$ cat src/rtl/uart_rx_frontend_pkg.sv
`default_nettype none
// ============================================================================
// Module   : uart_rx_frontend_pkg
// Purpose  : Shared defaults, receiver state encodings and debug opcodes.
// Revision : 1.0
// ============================================================================
package uart_rx_frontend_pkg;

    localparam int c_CLK_FREQ_DEFAULT = 100_000_000;
    localparam int c_BAUD_DEFAULT     = 115_200;

    typedef enum logic [2:0] {
        ST_IDLE   = 3'd0,
        ST_START  = 3'd1,
        ST_DATA   = 3'd2,
        ST_PARITY = 3'd3,
        ST_STOP   = 3'd4,
        ST_BREAK  = 3'd5
    } rx_state_t;

    // Command bytes understood by the downstream debug decoder
    localparam logic [7:0] c_OP_NOP   = 8'h00;
    localparam logic [7:0] c_OP_READ  = 8'h52;
    localparam logic [7:0] c_OP_WRITE = 8'h57;
    localparam logic [7:0] c_OP_HALT  = 8'h48;
    localparam logic [7:0] c_OP_RESET = 8'h5A;

    function automatic logic even_parity(input logic [7:0] d);
        return ^d;
    endfunction

endpackage
`default_nettype wire

$ cat src/rtl/uart_byte_fifo.sv
`default_nettype none
// ============================================================================
// Module   : uart_byte_fifo
// Purpose  : First-word fall-through byte FIFO with a registered head output.
// Revision : 1.0
// ============================================================================
module uart_byte_fifo #(
    parameter int DEPTH = 4,
    parameter int WIDTH = 8
) (
    input  logic                     clk,
    input  logic                     rst,
    input  logic                     i_push,
    input  logic [WIDTH-1:0]         i_push_data,
    input  logic                     i_pop,
    output logic [WIDTH-1:0]         o_head,
    output logic                     o_empty,
    output logic                     o_full,
    output logic [$clog2(DEPTH):0]   o_level
);
    localparam int AW = $clog2(DEPTH);
    localparam int LW = AW + 1;

    logic [WIDTH-1:0] r_mem [DEPTH];
    logic [AW-1:0]    r_wr_ptr;
    logic [AW-1:0]    r_rd_ptr;
    logic [LW-1:0]    r_level;
    logic [WIDTH-1:0] r_head;
    logic             w_do_pop;
    logic             w_do_push;

    assign o_empty   = (r_level == '0);
    assign o_full    = (r_level == LW'(DEPTH));
    assign o_level   = r_level;
    assign o_head    = r_head;
    // A full FIFO still accepts a push when the head leaves on the same edge
    assign w_do_pop  = i_pop & ~o_empty;
    assign w_do_push = i_push & (~o_full | w_do_pop);

    always_ff @(posedge clk) begin
        if (w_do_push) begin
            r_mem[r_wr_ptr] <= i_push_data;
        end
    end

    always_ff @(posedge clk) begin
        if (rst) begin
            r_wr_ptr <= '0;
            r_rd_ptr <= '0;
            r_level  <= '0;
            r_head   <= '0;
        end else begin
            if (w_do_push) begin
                r_wr_ptr <= r_wr_ptr + AW'(1);
            end
            if (w_do_pop) begin
                r_rd_ptr <= r_rd_ptr + AW'(1);
            end
            case ({w_do_push, w_do_pop})
                2'b10:   r_level <= r_level + LW'(1);
                2'b01:   r_level <= r_level - LW'(1);
                default: r_level <= r_level;
            endcase
            if (w_do_pop) begin
                if (r_level > LW'(1)) begin
                    r_head <= r_mem[r_rd_ptr + AW'(1)];
                end else if (w_do_push) begin
                    r_head <= i_push_data;
                end
            end else if (w_do_push && o_empty) begin
                r_head <= i_push_data;
            end
        end
    end

endmodule
`default_nettype wire

$ cat src/rtl/uart_rx_frontend.sv
`default_nettype none
// ============================================================================
// Module   : uart_rx_frontend
// Purpose  : 8N1 UART deframer + byte FIFO; define UART_RX_PARITY_EN for 8E1.
// Revision : 1.0
// ============================================================================
module uart_rx_frontend
    import uart_rx_frontend_pkg::*;
#(
    parameter int CLK_FREQ   = c_CLK_FREQ_DEFAULT,
    parameter int BAUD       = c_BAUD_DEFAULT,
    parameter int FIFO_DEPTH = 4
) (
    input  logic                          clk,
    input  logic                          rst,
    input  logic                          i_uart_rx,
    output logic [7:0]                    o_rx_data,
    output logic                          o_rx_valid,
    input  logic                          i_rx_ready,
    output logic                          o_rx_busy,
    output logic                          o_frame_err,
    output logic                          o_overrun,
    output logic                          o_parity_err,
    output logic [$clog2(FIFO_DEPTH):0]   o_rx_level
);
    localparam int CLKS_PER_BIT = CLK_FREQ / BAUD;
    localparam int DLY_W        = $clog2(CLKS_PER_BIT);
    localparam logic [DLY_W-1:0] c_DLY_HALF = DLY_W'(CLKS_PER_BIT / 2 - 1);
    localparam logic [DLY_W-1:0] c_DLY_FULL = DLY_W'(CLKS_PER_BIT - 1);

    logic [1:0]       r_sync;
    logic             w_rx_s;
    rx_state_t        r_state, w_state_nxt;
    logic [DLY_W-1:0] r_dly, w_dly_nxt;
    logic [2:0]       r_bit_idx, w_bit_nxt;
    logic [7:0]       r_shift, w_shift_nxt;
    logic             r_armed;
    logic             w_push, w_frame_err;
    logic             r_push;
    logic [7:0]       r_push_data;
    logic             r_frame_err;
    logic             r_overrun;
    logic             w_fifo_empty, w_fifo_full;
`ifdef UART_RX_PARITY_EN
    logic             r_par_bad, w_par_bad_nxt;
    logic             w_parity_err, r_parity_err;
`endif

    assign w_rx_s = r_sync[1];

    always_ff @(posedge clk) begin
        if (rst) begin
            r_sync <= 2'b11;
        end else begin
            r_sync <= {r_sync[0], i_uart_rx};
        end
    end

    always_ff @(posedge clk) begin
        if (rst) begin
            r_state     <= ST_IDLE;
            r_dly       <= '0;
            r_bit_idx   <= '0;
            r_shift     <= '0;
            r_armed     <= 1'b0;
            r_push      <= 1'b0;
            r_push_data <= '0;
            r_frame_err <= 1'b0;
`ifdef UART_RX_PARITY_EN
            r_par_bad    <= 1'b0;
            r_parity_err <= 1'b0;
`endif
        end else begin
            r_state     <= w_state_nxt;
            r_dly       <= w_dly_nxt;
            r_bit_idx   <= w_bit_nxt;
            r_shift     <= w_shift_nxt;
            r_armed     <= r_armed | w_rx_s;
            r_push      <= w_push;
            r_push_data <= r_shift;
            r_frame_err <= w_frame_err;
`ifdef UART_RX_PARITY_EN
            r_par_bad    <= w_par_bad_nxt;
            r_parity_err <= w_parity_err;
`endif
        end
    end

    always_comb begin
        w_state_nxt = r_state;
        w_dly_nxt   = r_dly + DLY_W'(1);
        w_bit_nxt   = r_bit_idx;
        w_shift_nxt = r_shift;
        w_push      = 1'b0;
        w_frame_err = 1'b0;
`ifdef UART_RX_PARITY_EN
        w_par_bad_nxt = r_par_bad;
        w_parity_err  = 1'b0;
`endif
        case (r_state)
            ST_IDLE: begin
                w_dly_nxt = '0;
                // A start edge only counts once the line has been seen idle
                if (!w_rx_s && r_armed) begin
                    w_state_nxt = ST_START;
                end
            end
            ST_START: begin
                if (r_dly == c_DLY_HALF) begin
                    w_dly_nxt   = '0;
                    w_bit_nxt   = '0;
                    w_state_nxt = w_rx_s ? ST_IDLE : ST_DATA;
                end
            end
            ST_DATA: begin
                if (r_dly == c_DLY_FULL) begin
                    w_dly_nxt   = '0;
                    w_shift_nxt = {w_rx_s, r_shift[7:1]};
                    w_bit_nxt   = r_bit_idx + 3'd1;
                    if (r_bit_idx == 3'd7) begin
`ifdef UART_RX_PARITY_EN
                        w_state_nxt = ST_PARITY;
`else
                        w_state_nxt = ST_STOP;
`endif
                    end
                end
            end
`ifdef UART_RX_PARITY_EN
            ST_PARITY: begin
                if (r_dly == c_DLY_FULL) begin
                    w_dly_nxt     = '0;
                    w_par_bad_nxt = (w_rx_s != even_parity(r_shift));
                    w_parity_err  = w_par_bad_nxt;
                    w_state_nxt   = ST_STOP;
                end
            end
`endif
            ST_STOP: begin
                if (r_dly == c_DLY_FULL) begin
                    w_dly_nxt = '0;
                    if (w_rx_s) begin
`ifdef UART_RX_PARITY_EN
                        w_push = ~r_par_bad;
`else
                        w_push = 1'b1;
`endif
                        w_state_nxt = ST_IDLE;
                    end else begin
                        w_frame_err = 1'b1;
                        w_state_nxt = ST_BREAK;
                    end
                end
            end
            ST_BREAK: begin
                w_dly_nxt = '0;
                if (w_rx_s) begin
                    w_state_nxt = ST_IDLE;
                end
            end
            default: begin
                w_dly_nxt   = '0;
                w_state_nxt = ST_IDLE;
            end
        endcase
    end

    always_ff @(posedge clk) begin
        if (rst) begin
            r_overrun <= 1'b0;
        end else begin
            r_overrun <= r_push & w_fifo_full & ~i_rx_ready;
        end
    end

    uart_byte_fifo #(
        .DEPTH (FIFO_DEPTH),
        .WIDTH (8)
    ) u_fifo (
        .clk         (clk),
        .rst         (rst),
        .i_push      (r_push),
        .i_push_data (r_push_data),
        .i_pop       (i_rx_ready),
        .o_head      (o_rx_data),
        .o_empty     (w_fifo_empty),
        .o_full      (w_fifo_full),
        .o_level     (o_rx_level)
    );

    assign o_rx_valid  = ~w_fifo_empty;
    assign o_rx_busy   = (r_state != ST_IDLE);
    assign o_frame_err = r_frame_err;
    assign o_overrun   = r_overrun;
`ifdef UART_RX_PARITY_EN
    assign o_parity_err = r_parity_err;
`else
    assign o_parity_err = 1'b0;
`endif

endmodule
`default_nettype wire
$ cat config.mk
export PLATFORM = sky130hd
export DESIGN_NAME = uart_rx_frontend
export DESIGN_NICKNAME = d
export VERILOG_FILES = /design/src/rtl/uart_rx_frontend_pkg.sv /design/src/rtl/uart_byte_fifo.sv /design/src/rtl/uart_rx_frontend.sv
export SDC_FILE = /design/constraint.sdc
export NUM_CORES = 1
export LEC_CHECK = 0
export ABC_AREA = 0
export CAP_MARGIN = 5
export CORE_AREA = 2 2 84 86
export DETAILED_ROUTE_END_ITERATION = 16
export DIE_AREA = 0 0 86 88
export HOLD_SLACK_MARGIN = 0.15
export PLACE_DENSITY = 0.83
export SETUP_SLACK_MARGIN = 0.5
export SLEW_MARGIN = 15
export SYNTH_ARGS = -nofsm -noshare
export SYNTH_HDL_FRONTEND = slang
export SYNTH_SLANG_ARGS = --single-unit
$ cat constraint.sdc
create_clock -name clk -period 2.5 [get_ports clk]
set_input_delay 0.625 -clock clk [delete_from_list [all_inputs] [get_ports clk]]
set_output_delay 0.625 -clock clk [all_outputs]
set_load 0.005 [all_outputs]
Yosys cells after proc, flatten, opt, wreduce, memory -nomap -nowiden
Memory sizes are Yosys's and may differ from the RTL's.
Index checks and enable logic that the tools add are counted.

cells by class
  $lt $le $gt $ge = 1
  add/sub/neg operators = 6
  multiplexer cells = 24
  equal/unequal tests = 17
  bitwise operators = 11
  reduce and logical (&&, ||, !) cells = 15

operators by type and width
  cell                     number
  $mux W8                  4
  $mux W3                  9
  $mux W10                 2
  $pmux W10 S2             1
  $pmux W3 S5              1
  $eq A3 B3 Y1 const B     4
  $ne A2 B2 Y1 const B     6
  $pmux W3 S2              2
  $add A10 B1 Y10 const B  1
  $eq A10 B10 Y1 const B   1
  $eq A10 B9 Y1 const B    1
  $add A3 B1 Y3 const B    2
  $logic_not A3 Y1         2
  $reduce_and A6 Y1        1
  $reduce_bool A2 Y1       3
  $not A1 Y1               5
  $add A2 B1 Y2 const B    2
  $and A1 B1 Y1            4
  $mux W1                  4
  $reduce_and A2 Y1        2
  $eq A3 B1 Y1 const B     1
  $eq A3 B2 Y1 const B     1
  $gt A3 B1 Y1 const B     1
  $ne A3 B3 Y1 const B     1
  other kinds (11)         13

storage, ports and cells
  input bits = 4
  RAM bits = 32
  word-level logic and storage cells = 89
  flip-flop bits (word level) = 53
  memories kept = 1

memories
  memory        depth  bits a word  read ports  clocked after Yosys merged registers in  wr ports  line                  RTL
  u_fifo.r_mem  4      8            1           0                                        1         uart_byte_fifo.sv:24  logic [WIDTH-1:0] r_mem [DEPTH];

Logic depth before layout (Yosys ltp)
Gate-level depths: netlist (run 1).

  word-level depth = 8
  depth in mapped cells = 9
  depth with buffers taken out = 9

Hierarchy
Synthesis (run 1) repeated with hierarchy kept, for this count alone.

unflattened totals
  cells, all modules = 298
  area, all modules = 3,621.0 µm²

modules (own cells, without submodules)
  module            sequential area each (µm²)  cells each  area an instance (µm²)  instances
  uart_byte_fifo    1,261.2                     142         2,075.7                 1
  uart_rx_frontend  760.7                       156         1,545.2                 1

Worst setup path before layout (run 1)
Ideal clock, no wire load.

  kind = register -> register
  start = register u_fifo.r_level[0] (netlist: u_fifo.o_level[0])
  end = register u_fifo.r_level[2] (netlist: u_fifo.o_level[2])
  cell stages (with the launch flop) = 9
  arrival = 1,918 ps
  required time = 2,430 ps
  period minus slack after synthesis = 1,988 ps
  setup slack = 512 ps
  path through = dfxtp_1 -> inv_1 -> ha_1 -> nand3b_1 -> and2_1 -> inv_1 -> ha_1 -> or3_1 -> a21oi_1

on the way
  word-level cells in the longest chain between the ends = 7
  elaborated cells on any way between the ends = 13

ends and longest elaborated chain
  item                                               line                  RTL
  from (decl)                                        uart_byte_fifo.sv:27  logic [LW-1:0] r_level;
  from (signal assigned)                             uart_byte_fifo.sv:60  2'b10: r_level <= r_level + LW'(1);
  from (signal assigned)                             uart_byte_fifo.sv:61  2'b01: r_level <= r_level - LW'(1);
  from (signal assigned)                             uart_byte_fifo.sv:62  default: r_level <= r_level;
  $logic_not A3 Y1                                   uart_byte_fifo.sv:32  assign o_empty = (r_level == '0);
  $not A1 Y1                                         uart_byte_fifo.sv:37  assign w_do_pop = i_pop & ~o_empty;
  $and A1 B1 Y1                                      uart_byte_fifo.sv:37
  $or A1 B1 Y1                                       uart_byte_fifo.sv:38  assign w_do_push = i_push & (~o_full | w_do_pop);
  $and A1 B1 Y1                                      uart_byte_fifo.sv:38
  $eq A2 B1 Y1 or $eq A2 B2 Y1 (tied branches)       uart_byte_fifo.sv:59  case ({w_do_push, w_do_pop})
  $pmux W3 S2 or $reduce_bool A2 Y1 (tied branches)  --

Several ways; a longest one is shown, not always the timed one.
A chain may end at the register's enable or synchronous reset.

Worst setup path after layout (run 1)
  start = register u_fifo.r_level[0] (netlist: u_fifo.o_level[0])
  end = output port o_rx_level[0]

RTL lines
  item       line                    RTL
  to (decl)  uart_rx_frontend.sv:24  output logic [$clog2(FIFO_DEPTH):0] o_rx_level

No word-level cell between the ends.

==> summary.txt, run 1 <==
Worst setup path
  • Crit-path max FO: 4
  • CP arrival: between 1 and 1.5 ns
  • Startpoint type of the worst setup path: register
  • Crit end category: output pin
  • Critical path class: register to output pin
  • Crit path required time: ~1.9 ns

Cells and area
  • Area grow syn2layout: 15.5%
  • Final #Nets: 331
  • Design area: between 4000 and 5000 um2
  • Share of cells above drive strength 1: roughly a fifth
  • Diodes inserted: 0

Synth
  • Cell area after synthesis: ~3500 um2
  • Commonest cells in the synthesized netlist: dfxtp_1, edfxtp_1, nor2_1, ha_1
  • Post-Syn Instances: approximately 290
  • Synth Flop Type: dfxtp_1
  • Synthesized Nets: just over 300
  • Post-synth EDFFs: 32
  • Area contributors post-synth: dfxtp_1, edfxtp_1, mux4_2
  • Yosys top cell by area: dfxtp_1
  • Sequential-to-total area share from yosys stat: 57.2%
  • Synth top area share: between 30% and 40%
  • Mapped Avg Cell Area: between 10 and 15 um2
  • FF+latch count, synth: 85
  • Ys Warns: 0
  • Post-synth cell types: slightly above 50
  • FFs w/ async S/R, synth: 0%
  • Cell with the most instances after synthesis: dfxtp_1

Timing
  • Post-Route Setup TNS: 0 ns
  • Fin. Hold Viols: 0
  • Worst rel slew slack: approximately three fifths
  • Setup Viol. Count Final: 0
  • Unrepaired setup endpoints after global routing: yes
  • Count of pins over their slew limit: 0
  • Setup Skew: between 0.01 and 0.015 ns
  • Fin crit period: 1.95 ns
  • Slew @ Worst Pin: 0.625 ns
  • Max Fclk: between 0.5 and 0.6 GHz
  • Crit share post-route: 78.1%

Floorplan
  • Initial Util: a little over half
  • Die W: 86 um
  • Core ar.: 6640 um2
  • Die area: about 7600 um2
  • Rows: 30
  • Die height: 88 um
  • Top Ports: 20

Power
  • Pwr dens: ~650 nW/um2
  • LEAKAGE: 1.59 nW
  • Maximum VDD drop: between 0.3 and 0.4 mV

Global route
  • Vias in the first global route: between 2000 and 2500
  • Initial antenna violation count: 0
  • Total global-route track usage: 17.9%
  • Largest net degree at the start of global routing: 37
  • First-pass GRT wire length: about 10000 um
  • GRT overflow: 0

Detailed routing
  • Post-route DRC: 0
  • Final wirelength: between 6000 and 7000 um
  • Detail Route Antenna Nets: 0
  • Via density: between 5 and 6
  • DR pass1 iterations: 5
  • DR WL/cell: 15.8 um
  • Vias: roughly 2200
  • DR iter-0 viols: 75

Clock network
  • H-tree Lvls: 3
  • Total CTS buffers: 9
  • CTS sink count: between 80 and 90
  • CTS tree: yes
  • Largest buffer count on any clock path: 2
  • Clk_lat worst skew: about 0.35 ns
  • Clock root buffer: clkbuf_8
  • # hold bufs at CTS: 0
  • CTS clk-pin slew, worst paths: about 0.09 ns

Status
  • Status: finished clean

Placement
  • Port Buffer Count: 18
  • Routability-driven placement congestion ratio: approximately 0.85
  • Post-DP HPWL: around 4200 um
  • Placed cell area: roughly 3800 um2

Run
  • Max_cap viols: 0

Hold path
  • Hold Crit Class: register to register
==> logic make-up (layout without fill, tap and decap cells) <==
family	Yosys count	after routing	share of synthesized area, %
AO/OA/AOI/OAI	41	41	8.99
XOR/XNOR	14	14	3.47
adder cells (fa/ha/maj)	13	13	4.60
buffers and inverters	23	56	3.26
flip-flops	85	85	57.2
multiplexers	18	18	7.93
other	1	1	0.106
AND/OR/NAND/NOR	91	91	14.5
==> cells in the final DEF, fill, tap and decap left out, types with 2 or more instances in the layout <==
| master | instances |
|---|---|
| dfxtp_1 | 48 |
| edfxtp_1 | 32 |
| nor2_1 | 31 |
| clkdlybuf4s50_1 | 16 |
| nand2_1 | 12 |
| a211oi_1 | 11 |
| buf_4 | 11 |
| mux2i_1 | 10 |
| ha_1 | 10 |
| inv_1 | 9 |
| clkbuf_8 | 9 |
| nor2b_1 | 8 |
| o22a_1 | 8 |
| xnor2_1 | 8 |
| mux4_2 | 8 |
| a21oi_1 | 6 |
| xor2_1 | 6 |
| and3_1 | 5 |
| nand3_1 | 4 |
| or2_2 | 3 |
| or3_1 | 3 |
| inv_6 | 3 |
| dfxtp_4 | 3 |
| and2_1 | 2 |
| inv_2 | 2 |
| nand4_1 | 2 |
| or3b_4 | 2 |
| nor3_4 | 2 |
| nor3_1 | 2 |
| o21ai_2 | 2 |
| o2111ai_1 | 2 |
| a21oi_2 | 2 |
| o211ai_1 | 2 |
| o21ai_0 | 2 |
| or3b_1 | 2 |
| nor3b_1 | 2 |
| ha_4 | 2 |
| dfxtp_2 | 2 |
==> final cells by class <==
cell class	count	area, um2
Sequential cell	85	2040
Fill cell	517	2560
Tap cell	80	100
Multi-Input combinational cell	178	1450
Clock inverter	7	81.3
Clock buffer	9	124
Timing Repair Buffer	29	256
Inverter	11	41.3
==> critical path, stage by stage (launching register included) <==
cell	delay (ns)
dfxtp_4	0.35
buf_4	0.13
clkdlybuf4s50_1	0.50
==> routing by layer <==
layer	routed length (um)	vias to the layer above	global-route usage (%)
li1	-	1092	-
met1	2670	1056	21.1
met2	3300	45	31.1
met3	185	14	3.30
met4	144	0	9.67
met5	0	-	0
==> per-stage QoR <==
| step | setup slack, ns | utilization [%] | power [mW] | cells | hold slack, ns |
|---|---|---|---|---|---|
| floorplan | 0.512 | - | 1.61 | 286 | 0.389 |
| global placement | 0.155 | 57.0 | 1.66 | 378 | 0.393 |
| detailed placement | 0.125 | 57.0 | 1.67 | 378 | 0.397 |
| CTS | 0.533 | 61.0 | 2.68 | 399 | 0.413 |
| global route | 0.492 | 61.5 | 2.78 | 399 | 0.435 |
| finish | 0.548 | 61.5 | 2.66 | 399 | 0.413 |
==> final timing paths <==
path                startpoint  cells after the start            end  slack (ns)
min                  r_sync[0]                      1      r_sync[1]        0.41
min reg2reg          r_sync[0]                      1      r_sync[1]        0.41
max          u_fifo.o_level[0]                      2  o_rx_level[0]        0.55
max reg2reg           r_dly[0]                      6     r_state[1]        0.63
==> flip-flops by register name, indices dropped and copies added, names as in the netlist, 3 cells and up <==
| name | flops |
|---|---|
| u_fifo.r_mem | 32 |
| r_dly | 10 |
| r_push_data | 8 |
| r_shift | 8 |
| u_fifo.o_head | 8 |
| r_bit_idx | 3 |
| r_state | 3 |
| u_fifo.o_level | 3 |
==> power by group <==
group	switching [mW]	leakage [nW]	internal, mW
sequential	0.0243	0.804	1.44
clock	0.510	0.107	0.479
combinational	0.0950	0.676	0.114
==> repair_timing <==
item,CTS,global route
endpoints found under the hold margin,0,0
gates cloned,0,0
pin swaps,0,1
resized for setup,16,7
setup endpoints to repair,3,12
buffers inserted,5,0
Power figures use the tool's default switching activity.
==> run 2, diff against run 1 <==
CORE_AREA = 2 2 85 87   (was 2 2 84 86)
DIE_AREA = 0 0 87 89   (was 0 0 86 88)
PLACE_DENSITY = 0.85   (was 0.83)
clock period = 1.7 ns   (was 2.5 ns; I/O delays follow)
==> run 2 against run 1 <==
Against the previous run: the flow now finishes with violations (setup timing); sequential share of layout area decreased by 8.5 points; global-route usage grew 2.1 points; utilization is 13 points higher; first-iteration DRC count rose by 39%; combinational power rose to 2.7 times the previous value; die area is 2.3% higher; flip-flop and latch count did not move; total power increased by 51%; non-clock buffer count up 60; via count increased by 16%; design area is 22% higher; setup slack worse by 0.63 ns; critical endpoint is now r_state[2]; highest routed layer unchanged.
==> summary.txt, run 2 (synthesis results as in run 1) <==
Global route
  • Vias in the first global route: between 2000 and 3000
  • First-pass GRT wire length: approximately 12000 um
  • Largest net degree at the start of global routing: 29
  • GRT overflow: 0
  • Total global-route track usage: between 20% and 30%
  • Initial antenna violation count: 0

Timing
  • Crit share post-route: 105%
  • Unrepaired setup endpoints after global routing: yes
  • Slew @ Worst Pin: 0.512 ns
  • Fin. Hold Viols: 0
  • Max Fclk: ~0.56 GHz
  • Worst rel slew slack: 65.8%
  • Fin crit period: roughly 1.8 ns
  • Hold slack final: 0.442 ns
  • Count of pins over their slew limit: 0
  • Setup Viol. Count Final: 7
  • Slack of the critical path: -0.0808 ns
  • Setup Skew: around 0.014 ns

Power
  • Pwr dens: 804 nW/um2
  • LEAKAGE: around 2.0 nW
  • Maximum VDD drop: around 0.36 mV

Cells and area
  • Commonest cells after routing, fill and taps aside: buf_4, dfxtp_1, edfxtp_1
  • Share of cells above drive strength 1: 56.0%
  • Area grow syn2layout: 41.4%
  • Multi-input gate area: ~1800 um2
  • Register area: between 2000 and 2500 um2
  • Commonest non-fill, non-tap cell in the layout: buf_4
  • Fin util: 74.4%
  • Final #Nets: around 390
  • Design area: around 5000 um2
  • Top reg by flops: u_fifo.r_mem
  • Max reg flops: 32
  • Largest registers: u_fifo.r_mem: 32 flops, r_dly: 10 flops
  • Fillers: approximately 380
  • Diodes inserted: 0

Detailed routing
  • Via density: 5.53
  • Met2 WL: 4530 um
  • Detail Route Antenna Nets: 0
  • DR WL/cell: ~18 um
  • DR iter-0 viols: between 100 and 150
  • Vias: around 2600
  • M1 WL: 3290 um
  • Final wirelength: 8190 um
  • DR pass1 iterations: 4
  • Met3 wire length: roughly 190 um
  • Post-route DRC: 0
  • Top sig layer: met4

Worst setup path
  • Critical path class: register to register
  • Crit path required time: just under 2 ns
  • Startpoint type of the worst setup path: register
  • Crit-path max FO: 5
  • Crit end category: register
  • CP arrival: slightly above 2 ns

Floorplan
  • Initial Util: approximately 53%
  • Die height: around 90 um
  • Top Ports: 20
  • Core ar.: between 6000 and 7000 um2
  • Die area: 7740 um2
  • Rows: 30
  • Die W: approximately 87 um

Run
  • Max_cap viols: 0

Clock network
  • CTS tree: yes
  • CTS sink count: 85
  • Clk_lat worst skew: approximately 0.35 ns
  • Total CTS buffers: 9
  • H-tree Lvls: 3
  • Largest buffer count on any clock path: 2
  • CTS clk-pin slew, worst paths: around 0.09 ns
  • Clock root buffer: clkbuf_8

Status
  • Status: finished with violations
  • Failing checks: setup timing

Hold path
  • Hold Crit Class: register to register

Placement
  • Pre-CTS setup slack: -0.349 ns
  • Routability-driven placement congestion ratio: ~0.86
  • Placed cell area: a little over 4000 um2
  • Post-DP HPWL: between 4000 and 5000 um
  • Port Buffer Count: 18
==> run 2: changes by cell type in the layout (fill, tap and decap cells not counted), sizes merged <==
cell / change
nand2: +1
o21ai: +1
o21bai: +1
clkinv: -1
clkinvlp: +3
buf: +74
inv: -1
clkdlybuf4s50: -14
bufinv: -1
==> run 2: layer usage <==
layer | up-vias | global-route usage [%]
li1 | 1215 | -
met1 | 1277 | 22.9
met2 | 48 | 36.3
met3 | 17 | 3.88
met4 | 0 | 8.95
met5 | - | 0
==> run 2: layout make-up <==
class / instances / area share (%)
inverters: 11 / 1.03
repair buffers: 89 / 15.9
flip-flops and latches: 85 / 41.4
well taps: 80 / 2.00
clock buffers: 9 / 2.48
clock inverters: 7 / 1.13
multi-input cells: 181 / 36.1
==> run 2: metrics by stage <==
stage / total power [mW] / std cells / TNS (ns)
floorplan: 2.40 / 286 / 0
global placement: 2.51 / 395 / -3.30
detailed placement: 2.52 / 395 / -4.65
CTS: 3.93 / 444 / 0
global route: 4.18 / 462 / -0.890
finish: 4.02 / 462 / -0.287
==> run 2: final timing paths <==
check,start,end,slack (ns),depth (start not counted)
worst max-delay path,r_state[2],r_state[2],-0.08,7
worst min-delay path,r_sync[0],r_sync[1],0.44,1
worst max register to register,r_state[2],r_state[2],-0.08,7
worst min register to register,r_sync[0],r_sync[1],0.44,1
==> run 2: repair_timing <==
action,CTS,global route
hold buffers,0,0
gates resized for setup,115,60
pin swaps,32,37
buffers inserted,30,18
cloned,3,0
endpoints found under the setup margin,88,89
==> run 2: worst max-delay path, stage by stage (launching register included) <==
cell      delay [ns]
dfxtp_4         0.35
buf_6           0.13
or3b_4          0.40
o21bai_4        0.20
nand4_4         0.11
buf_4           0.13
mux2i_2         0.25
a21oi_1         0.10
==> run 2: power breakdown <==
part / internal [mW] / leakage [nW] / switching [mW] / total, mW
sequential: 2.12 / 0.813 / 0.0395 / 2.16
clock: 0.548 / 0.0842 / 0.754 / 1.30
combinational: 0.324 / 1.08 / 0.238 / 0.562
total: 2.99 / 1.97 / 1.03 / 4.02
